[src/rtl/pulse_link_pkg.sv]
// rtl/pulse_link_pkg.sv - shared constants, FSM states and symbol timing for the pulse link
package pulse_link_pkg;

  localparam int SHORT_GAP_DEF   = 2;
  localparam int LONG_GAP_DEF    = 6;
  localparam int WAKE_PULSES_DEF = 4;
  localparam int RX_TIMEOUT      = 1000;

  typedef enum logic [3:0] {
    IDLE,
    WAKE_HI,
    WAKE_LO,
    GAP_A,
    BIT_HI1,
    GAP_B,
    BIT_HI2,
    SEP_LO,
    DELIM_HI,
    TRAIL,
    SCAN_HI,
    SCAN_LO
  } pulse_state_e;

  function automatic int symbol_len(input int short_gap, input int long_gap);
    return short_gap + long_gap + 4;
  endfunction

endpackage

[src/rtl/pulse_tx_if.sv]
// rtl/pulse_tx_if.sv - host request/status and line signals of the pulse transmitter
interface pulse_tx_if #(
  parameter int PAYLOAD_BITS = 4
);
  logic                    start;
  logic [PAYLOAD_BITS-1:0] payload;
  logic                    scan_req;
  logic                    frame_ready;
  logic                    scan_ready;
  logic                    session_active;
  logic                    done;
  logic                    scan_reject;
  logic                    DATA_OUT;

  modport master (
    output start, payload, scan_req,
    input  frame_ready, scan_ready, session_active, done, scan_reject, DATA_OUT
  );

  modport slave (
    input  start, payload, scan_req,
    output frame_ready, scan_ready, session_active, done, scan_reject, DATA_OUT
  );
endinterface

[src/rtl/pulse_gap_timer.sv]
// rtl/pulse_gap_timer.sv - loadable down-counter with zero flag, optionally saturating at zero
module pulse_gap_timer #(
  parameter int WIDTH    = 4,
  parameter bit SATURATE = 1'b0
) (
  input  logic             clk,
  input  logic             rst_n,
  input  logic             load,
  input  logic [WIDTH-1:0] load_val,
  input  logic             en,
  output logic             zero
);
  logic [WIDTH-1:0] count;

  always_ff @(posedge clk or negedge rst_n) begin
    if (!rst_n) begin
      count <= '0;
    end else if (load) begin
      count <= load_val;
    end else if (en && !(SATURATE && zero)) begin
      count <= count - WIDTH'(1);
    end
  end

  assign zero = (count == '0);
endmodule

[src/rtl/pulse_tx.sv]
// rtl/pulse_tx.sv - pulse-position frame and scan transmitter with receiver session tracking
module pulse_tx
  import pulse_link_pkg::*;
#(
  parameter int PAYLOAD_BITS = 4,
  parameter int WAKE_PULSES  = WAKE_PULSES_DEF,
  parameter int SHORT_GAP    = SHORT_GAP_DEF,
  parameter int LONG_GAP     = LONG_GAP_DEF,
  parameter int SESSION_IDLE = 1024
) (
  input logic       CLK_IN,
  input logic       rst_n,
  pulse_tx_if.slave bus
);
  localparam int GW = $clog2(symbol_len(SHORT_GAP, LONG_GAP));
  localparam int IW = $clog2(SESSION_IDLE);
  localparam int CW = 8;

  pulse_state_e            state, state_n;
  logic [PAYLOAD_BITS-1:0] shreg;
  logic [CW-1:0]           pcnt;
  logic [GW-1:0]           gap_val;
  logic gap_zero, gap_load, idle_zero, line_hi;
  logic start_ok, scan_ok, expire, reject_n, sess_n, idle_n, wake_last, bit_last, cur_bit;

  // The line output lags the state by one cycle, so a state decodes the level of the next cycle.
  assign line_hi   = state inside {WAKE_HI, BIT_HI1, BIT_HI2, DELIM_HI, SCAN_HI};
  assign cur_bit   = shreg[PAYLOAD_BITS-1];
  assign wake_last = (pcnt == CW'(WAKE_PULSES - 1));
  assign bit_last  = (pcnt == CW'(PAYLOAD_BITS - 1));

  // Expiry is judged before the registered session flag drops, so it beats a same-edge scan.
  assign expire   = bus.session_active && idle_zero && (state == IDLE);
  assign start_ok = bus.start && bus.frame_ready;
  assign scan_ok  = bus.scan_req && bus.scan_ready && !expire;
  assign reject_n = bus.scan_req && (bus.frame_ready || (bus.scan_ready && expire));
  assign sess_n   = bus.done ? 1'b1 : (expire ? 1'b0 : bus.session_active);
  assign idle_n   = (state_n == IDLE) && (state != TRAIL);
  assign gap_load = !(state inside {GAP_A, GAP_B});

  always_comb begin
    state_n = state;
    case (state)
      IDLE: begin
        if (start_ok)     state_n = WAKE_HI;
        else if (scan_ok) state_n = SCAN_HI;
      end
      WAKE_HI:  state_n = WAKE_LO;
      WAKE_LO:  state_n = wake_last ? GAP_A : WAKE_HI;
      GAP_A:    state_n = gap_zero ? BIT_HI1 : GAP_A;
      BIT_HI1:  state_n = GAP_B;
      GAP_B:    state_n = gap_zero ? BIT_HI2 : GAP_B;
      BIT_HI2:  state_n = SEP_LO;
      SEP_LO:   state_n = DELIM_HI;
      DELIM_HI: state_n = bit_last ? TRAIL : GAP_A;
      TRAIL:    state_n = IDLE;
      SCAN_HI:  state_n = SCAN_LO;
      SCAN_LO:  state_n = IDLE;
      default:  state_n = IDLE;
    endcase
  end

  always_comb begin
    gap_val = GW'(SHORT_GAP - 1);
    if (state == BIT_HI1) gap_val = cur_bit ? GW'(SHORT_GAP - 1) : GW'(LONG_GAP - 1);
    else                  gap_val = cur_bit ? GW'(LONG_GAP - 1)  : GW'(SHORT_GAP - 1);
  end

  always_ff @(posedge CLK_IN or negedge rst_n) begin
    if (!rst_n) begin
      state              <= IDLE;
      shreg              <= '0;
      pcnt               <= '0;
      bus.DATA_OUT       <= 1'b0;
      bus.done           <= 1'b0;
      bus.scan_reject    <= 1'b0;
      bus.session_active <= 1'b0;
      bus.scan_ready     <= 1'b0;
      bus.frame_ready    <= 1'b1;
    end else begin
      state              <= state_n;
      bus.DATA_OUT       <= line_hi;
      bus.done           <= (state == TRAIL);
      bus.scan_reject    <= reject_n;
      bus.session_active <= sess_n;
      bus.frame_ready    <= idle_n && !sess_n;
      bus.scan_ready     <= idle_n && sess_n;
      if (start_ok)             shreg <= bus.payload;
      else if (state == SEP_LO) shreg <= shreg << 1;
      if (state == WAKE_LO)       pcnt <= wake_last ? '0 : pcnt + CW'(1);
      else if (state == DELIM_HI) pcnt <= bit_last ? '0 : pcnt + CW'(1);
    end
  end

  pulse_gap_timer #(.WIDTH(GW), .SATURATE(1'b0)) u_gap (
    .clk      (CLK_IN),
    .rst_n    (rst_n),
    .load     (gap_load),
    .load_val (gap_val),
    .en       (!gap_load),
    .zero     (gap_zero)
  );

  pulse_gap_timer #(.WIDTH(IW), .SATURATE(1'b1)) u_idle (
    .clk      (CLK_IN),
    .rst_n    (rst_n),
    .load     (line_hi),
    .load_val (IW'(SESSION_IDLE - 1)),
    .en       (1'b1),
    .zero     (idle_zero)
  );
endmodule

[src/flat_wrapper.sv]
// flat-port wrapper written by rule: the top's interface ports become plain ports
module pulse_tx_flat import pulse_link_pkg::*;
#(
  parameter int PAYLOAD_BITS = 4,
  parameter int WAKE_PULSES  = WAKE_PULSES_DEF,
  parameter int SHORT_GAP    = SHORT_GAP_DEF,
  parameter int LONG_GAP     = LONG_GAP_DEF,
  parameter int SESSION_IDLE = 1024
)
  (CLK_IN, rst_n, bus_start, bus_payload, bus_scan_req, bus_frame_ready, bus_scan_ready, bus_session_active, bus_done, bus_scan_reject, bus_DATA_OUT);
  pulse_tx_if #(.PAYLOAD_BITS(PAYLOAD_BITS)) bus_i ();
  input logic CLK_IN;
  input logic rst_n;
  input wire logic [$bits(bus_i.start)-1:0] bus_start;
  input wire logic [$bits(bus_i.payload)-1:0] bus_payload;
  input wire logic [$bits(bus_i.scan_req)-1:0] bus_scan_req;
  output wire logic [$bits(bus_i.frame_ready)-1:0] bus_frame_ready;
  output wire logic [$bits(bus_i.scan_ready)-1:0] bus_scan_ready;
  output wire logic [$bits(bus_i.session_active)-1:0] bus_session_active;
  output wire logic [$bits(bus_i.done)-1:0] bus_done;
  output wire logic [$bits(bus_i.scan_reject)-1:0] bus_scan_reject;
  output wire logic [$bits(bus_i.DATA_OUT)-1:0] bus_DATA_OUT;
  assign bus_i.start = bus_start;
  assign bus_i.payload = bus_payload;
  assign bus_i.scan_req = bus_scan_req;
  assign bus_frame_ready = bus_i.frame_ready;
  assign bus_scan_ready = bus_i.scan_ready;
  assign bus_session_active = bus_i.session_active;
  assign bus_done = bus_i.done;
  assign bus_scan_reject = bus_i.scan_reject;
  assign bus_DATA_OUT = bus_i.DATA_OUT;
  pulse_tx #(.PAYLOAD_BITS(PAYLOAD_BITS), .WAKE_PULSES(WAKE_PULSES), .SHORT_GAP(SHORT_GAP), .LONG_GAP(LONG_GAP), .SESSION_IDLE(SESSION_IDLE)) u_core (.CLK_IN(CLK_IN), .rst_n(rst_n), .bus(bus_i));
endmodule
[config.mk]
export PLATFORM = sky130hd
export DESIGN_NAME = pulse_tx_flat
export DESIGN_NICKNAME = d
export VERILOG_FILES = /design/src/rtl/pulse_link_pkg.sv /design/src/rtl/pulse_tx_if.sv /design/src/rtl/pulse_gap_timer.sv /design/src/rtl/pulse_tx.sv /design/src/flat_wrapper.sv
export SDC_FILE = /design/constraint.sdc
export NUM_CORES = 1
export LEC_CHECK = 0
export CAP_MARGIN = 20
export CELL_PAD_IN_SITES_DETAIL_PLACEMENT = 0
export CELL_PAD_IN_SITES_GLOBAL_PLACEMENT = 2
export CORE_MARGIN = 2
export CORE_UTILIZATION = 39
export CTS_BUF_LIST = sky130_fd_sc_hd__clkbuf_8
export DETAILED_ROUTE_END_ITERATION = 10
export GPL_ROUTABILITY_DRIVEN = 0
export PLACE_DENSITY = 0.89
export SYNTH_ARGS = -nofsm -noshare
export SYNTH_HDL_FRONTEND = slang
export SYNTH_SLANG_ARGS = --single-unit
[constraint.sdc]
create_clock -name CLK_IN -period 2.5 [get_ports CLK_IN]
set_input_delay 0.5 -clock CLK_IN [delete_from_list [all_inputs] [get_ports CLK_IN]]
set_output_delay 0.5 -clock CLK_IN [all_outputs]
set_load 0.05 [all_outputs]
* Word-level counts from Yosys, hierarchy flattened
Cells that the tools add are included.
Storage, ports and cells: register bits after elaboration 36, bits in latches 0, memory bits (writable) 0, ROM bits 0, bits of input ports 8, output and inout bits 6, word-level logic and storage cells 68, memories kept 0
Cells by class: $add $sub $neg 3, $mul 0, divide/modulo/power cells 0, $lt $le $gt $ge 0, equal/unequal tests 13, shift-type cells 0, multiplexer cells 20, bitwise logic cells 0, reduce and logical (&&, ||, !) cells 21
Operators with widths (count):
- 4-bit case mux with 10 select lines | 1
- 4-bit 2-to-1 mux | 7
- 8-bit 2-to-1 mux | 3
- 10-bit 2-to-1 mux | 2
- 4-bit by 3-bit equality test with 1-bit output, second input constant | 4
- 4-bit equality test, second input constant | 3
- 4-bit zero test | 3
- 1-bit logical AND | 10
- 10-bit zero test | 1
- 10-bit by 1-bit subtractor with 10-bit output, second input constant | 1
- 3-bit 2-to-1 mux | 3
- 8-bit by 1-bit adder with 8-bit output, second input constant | 1
- 4-bit by 2-bit equality test with 1-bit output, second input constant | 2
- 8-bit by 2-bit equality test with 1-bit output, second input constant | 1
- 2-bit nonzero test | 3
- 5-bit nonzero test | 1
- 4-bit by 1-bit equality test with 1-bit output, second input constant | 1
- 2-bit 2-to-1 mux | 2
- 4-bit != test, second input constant | 1
- 4-bit by 1-bit subtractor with 4-bit output, second input constant | 1
- 1-bit zero test | 2
- 1-bit 2-to-1 mux | 2
- 2-bit != test, second input constant | 1
- 1-bit logical OR | 1

* Longest topological paths before layout
depth after elaboration 11, mapped depth 7, gate-level depth less buffers 6

* Hierarchy
From an unflattened synthesis, not the netlist that was laid out.
Second synthesis, totals: cells, all modules 213, area, all modules 2025.7 um^2
By module, submodules not included:
- pulse_tx | instances 1, cells each 120, area an instance 1146.1 um^2, seq. area each 551.8 um^2
- pulse_gap_timer at u_core.u_idle | instances 1, cells each 72, area an instance 649.4 um^2, seq. area each 250.2 um^2
- pulse_gap_timer at u_core.u_gap | instances 1, cells each 21, area an instance 230.2 um^2, seq. area each 100.1 um^2

* Worst setup path after synthesis
OpenSTA, ideal clock, no wires.
path type flip-flop to flip-flop, from reg u_core.u_idle.count[0], to reg u_core.u_idle.count[6], setup time 133 ps, arrival 1650 ps, required time 2367 ps, slack 716 ps, cell stages (with the launch flop) 7, path buffers 0, period minus slack after synthesis 1784 ps, cell sequence dfrtp_1 inv_1 ha_1 or3b_4 a2111oi_1 xnor2_1 nand2_1
On the way: cells in the longest elaborated chain, start to end 3, elaborated cells between the ends (all ways) 5, those cells by class 1 x add/sub; 1 x eq/ne; 2 x mux; 1 x reduce/logical
Ends and longest elaborated chain:
- start, declared | RTL line pulse_gap_timer.sv:13 | logic [WIDTH-1:0] count;
- start signal, assigned | RTL line pulse_gap_timer.sv:19 | count <= load_val;
- start signal, assigned | RTL line pulse_gap_timer.sv:21 | count <= count - WIDTH'(1);
- 10-bit by 1-bit subtractor with 10-bit output | RTL line pulse_gap_timer.sv:21
- 10-bit 2-to-1 mux | RTL line pulse_gap_timer.sv:20 | end else if (en && !(SATURATE && zero)) begin
- 10-bit 2-to-1 mux | RTL line pulse_gap_timer.sv:18 | end else if (load) begin
Parallel ways exist; a longest one is shown, timed or not. The select of a mux whose other input is x is not followed. A chain may end at the register's enable or synchronous reset.

* Worst setup path after layout
from reg u_core.bus.frame_ready, to out bus_frame_ready
RTL lines:
- start, declared | RTL line pulse_tx_if.sv:22 | output frame_ready, scan_ready, session_active, done, scan_reject, DATA_OUT
- start signal, assigned | RTL line pulse_tx.sv:86 | bus.frame_ready <= idle_n && !sess_n;
- end, declared | RTL line flat_wrapper.sv:17 | output wire logic [$bits(bus_i.frame_ready)-1:0] bus_frame_ready;
No word-level cell between the ends.

==> qor.csv <==
stage;metric;value;unit
outcome;status;complete, no violations;
setup_path;worstSetupStartpoint;u_core.bus.frame_ready$_DFF_PN1_;
sta;setup_viol;0;
grt;grt_pass1_vias;1493;
cts;cts_inserted_buffers;5;
sta;drv_slew;0;
sta;min_period;2.15;ns
cts;cts_setup_buffers;0;
logic_synthesis;syn-cell-area;0.00186;mm²
sta;clock_skew;0.00536;ns
finish;n_antenna_cell;0;
grt;grt_pass1_wl;6500;µm
grt;grt_max_degree;37;
setup_path;crit_required;2.00;ns
finish;seqCellArea;902;µm²
cts;cts_resized;0;
grt;antenna_found_initial;0;
setup_path;path_cells;clkdlybuf4s50_1;
setup_path;rrSetupSlack;0.54;ns
setup_path;slowest_delay;0.81;ns
floorplan;die_w;73.1;µm
setup_path;path_max_fanout;5;
logic_synthesis;syn_area_per_cell;9.95;µm²
sta;hold_viol;0;
cts;cts.path.max_buffers;2;
route;avgViaCountPerCell;5.48;
logic_synthesis;yosys_warnings;0;
logic_synthesis;yosysTopAreaCellShare;0.471;
cts;root_buffer;clkbuf_8;
setup_path;r2r-end;u_core.u_idle.count[6]$_DFFE_PN0P_;
route;first_iter_violations;96;
sta;clock.fmax;465;MHz
route;drt_first_pass_iters;5;
setup_path;timing.rr.start;u_core.u_idle.count[0]$_DFFE_PN0P_;
logic_synthesis;syn_nets;199;
floorplan;core_area;0.00466;mm²
finish;area_growth;15.1;%
sta;tns;0;ns
worst_hold_path;worstHoldPathType;register to register;
grt;grt_usage;0.158;
sta;post-route-period-util;0.860;
cts;cts_tree;built;
logic_synthesis;synthCells;187;
floorplan;placementRows;25;
logic_synthesis;async_reset_ff_frac;1.00;
cts;cts_hold_buf;0;
logic_synthesis;ys_ff_latch;36;
power_and_ir_drop;total_power;2.22;mW
sta;slew_headroom;0.564;
floorplan;die_h;73.1;µm
finish;layout-drive-gt1-share;0.0842;
power_and_ir_drop;power_leakage;0.886;nW
logic_synthesis;ys_top_cells_by_area;dfrtp_1 47%, xnor2_1 6.1%, nor2_1 3.0%;
route;wl_per_cell;14.5;µm
power_and_ir_drop;peakVddDrop;0.453;mV
logic_synthesis;synth-edff-count;0;
placed_design;port_buffers;13;
power_and_ir_drop;p_per_area;1030;mW/mm²
cts;insertion_delay;0.28;ns
setup_path;cp-endpoint;bus_frame_ready;
sta;rsz0062_at_grt;no;
finish;fin_area;0.00214;mm²
flow_run;maxCapViolCount;0;
sta;worst_pin_slew;0.647;ns
route;ant_nets;0;
setup_path;slowest_stage;clkdlybuf4s50_1;
cts;clkTransAtPathRegs;0.06;ns
setup_path;path_delay_family;buffers and inverters;
setup_path;end_kind;output pin;
setup_path;r2r_cells;6;
logic_synthesis;synth_ff_type;dfrtp_1;
finish;multi_input_area;890;µm²
cts;clock_sinks;36;
setup_path;cp_num_buf_inv;1;
logic_synthesis;yosys.area.top_type;dfrtp_1;
floorplan;start_util;0.399;
finish;fin_util;0.460;
setup_path;worstSetupPathType;register to output pin;
floorplan;ios;14;
setup_path;crit_cells;1;
grt;overflow;0;
cts;htreeDepth;2;
finish;nNetsFinal;214;
logic_synthesis;synth_seq_area_share;0.485;
setup_path;arrival;1.65;ns
route;wirelength;3720;µm
finish;fill_cells;459;
setup_path;setup.worst_path.start_class;register;
placed_design;placed_area;0.00205;mm²
placed_design;dpl.hpwl;2710;µm
logic_synthesis;synth.distinct_cells;44;
route;drc;0;
route;num_vias;1402;
floorplan;dieArea;0.00534;mm²
cells in the final DEF (no fill, tap or decap), drive strengths merged, types with 5 or more instances in the layout:
master and count:
clkdlybuf4s50 13, dfrtp 35, o21ai 8, nand3 11, clkbuf 7, nand2 14
nor3 6, inv 9, a21oi 10, mux2i 5, xnor2 13, nor2 15
power breakdown:
group | total (mW) | switching, mW | leakage [nW] | internal (mW)
clock network | 0.434 | 0.189 | 0.0503 | 0.245
registers | 0.893 | 0.170 | 0.431 | 0.723
logic | 0.889 | 0.490 | 0.405 | 0.399
total | 2.22 | 0.849 | 0.886 | 1.37
synth_stat cells (3+ instances only):
master / instances
dfrtp_1: 35
nor2_1: 15
nand2_1: 14
xnor2_1: 13
nand3_1: 11
a21oi_1: 10
inv_1: 9
o21ai_0: 7
nor3_1: 6
mux2i_1: 5
buf_2: 4
ha_1: 4
nor3b_1: 4
and3_1: 3
clkbuf_1: 3
mux2_2: 3
nand2b_1: 3
nand4_1: 3
flip-flops by register name (all words and copies together), names as in the netlist:
name / flops
u_core.bus.session_active: 1
u_core.pcnt: 8
u_core.bus.DATA_OUT: 1
u_core.state: 4
u_core.bus.scan_ready: 1
u_core.bus.scan_reject: 1
u_core.u_idle.count: 10
u_core.bus.frame_ready: 1
u_core.u_gap.count: 4
u_core.shreg: 4
u_core.bus.done: 1
cell families (layout without fill, tap and decap cells):
logic type	count (synthesis)	count (layout)	share of synthesized area
and+or+nand+nor	73	73	0.215
DFF	36	36	0.485
AOI/OAI and AO/OA	34	34	0.120
buffers and inverters	17	32	0.0370
xor gates and xnor gates	15	15	0.0706
muxes	8	8	0.0451
adders and majority gates	4	4	0.0269
layer usage:
metal / vias up / wire length, µm / track usage
met5: - / 0 / 0
met1: 688 / 1660 / 0.194
met2: 17 / 1920 / 0.263
met4: 0 / 53 / 0.0802
li1: 693 / - / -
met3: 4 / 96 / 0.0304
metrics by stage:
step | hold slack [ns] | setup WS [ns] | std cells
after global routing | 0.499 | 0.298 | 256
after detailed placement | 0.473 | 0.583 | 249
final | 0.486 | 0.350 | 256
after CTS | 0.488 | 0.334 | 256
after global placement | 0.464 | 0.658 | 249
after floorplan | 0.204 | 0.716 | 187
cell type report:
class                           count  share of cell area
Timing Repair Buffer               16              0.0713
Inverter                            9              0.0158
Tap cell                           54              0.0315
Multi-Input combinational cell    134               0.415
Clock buffer                        7              0.0450
Sequential cell                    36               0.421
worst min-delay path by stage:
stage / startpoint / end / slack (ns) / cells past startpoint
after global routing: u_core.pcnt[7]$_DFFE_PN0P_ / u_core.pcnt[7]$_DFFE_PN0P_ / 0.50 / 1
after global placement: u_core.pcnt[7]$_DFFE_PN0P_ / u_core.pcnt[7]$_DFFE_PN0P_ / 0.46 / 1
final: u_core.pcnt[7]$_DFFE_PN0P_ / u_core.pcnt[7]$_DFFE_PN0P_ / 0.49 / 1
after detailed placement: u_core.pcnt[7]$_DFFE_PN0P_ / u_core.pcnt[7]$_DFFE_PN0P_ / 0.47 / 1
after CTS: u_core.pcnt[7]$_DFFE_PN0P_ / u_core.pcnt[7]$_DFFE_PN0P_ / 0.49 / 1
after floorplan: rst_n / u_core.bus.DATA_OUT$_DFF_PN0_ / 0.20 / 0
(Power assumes the default switching activity.)
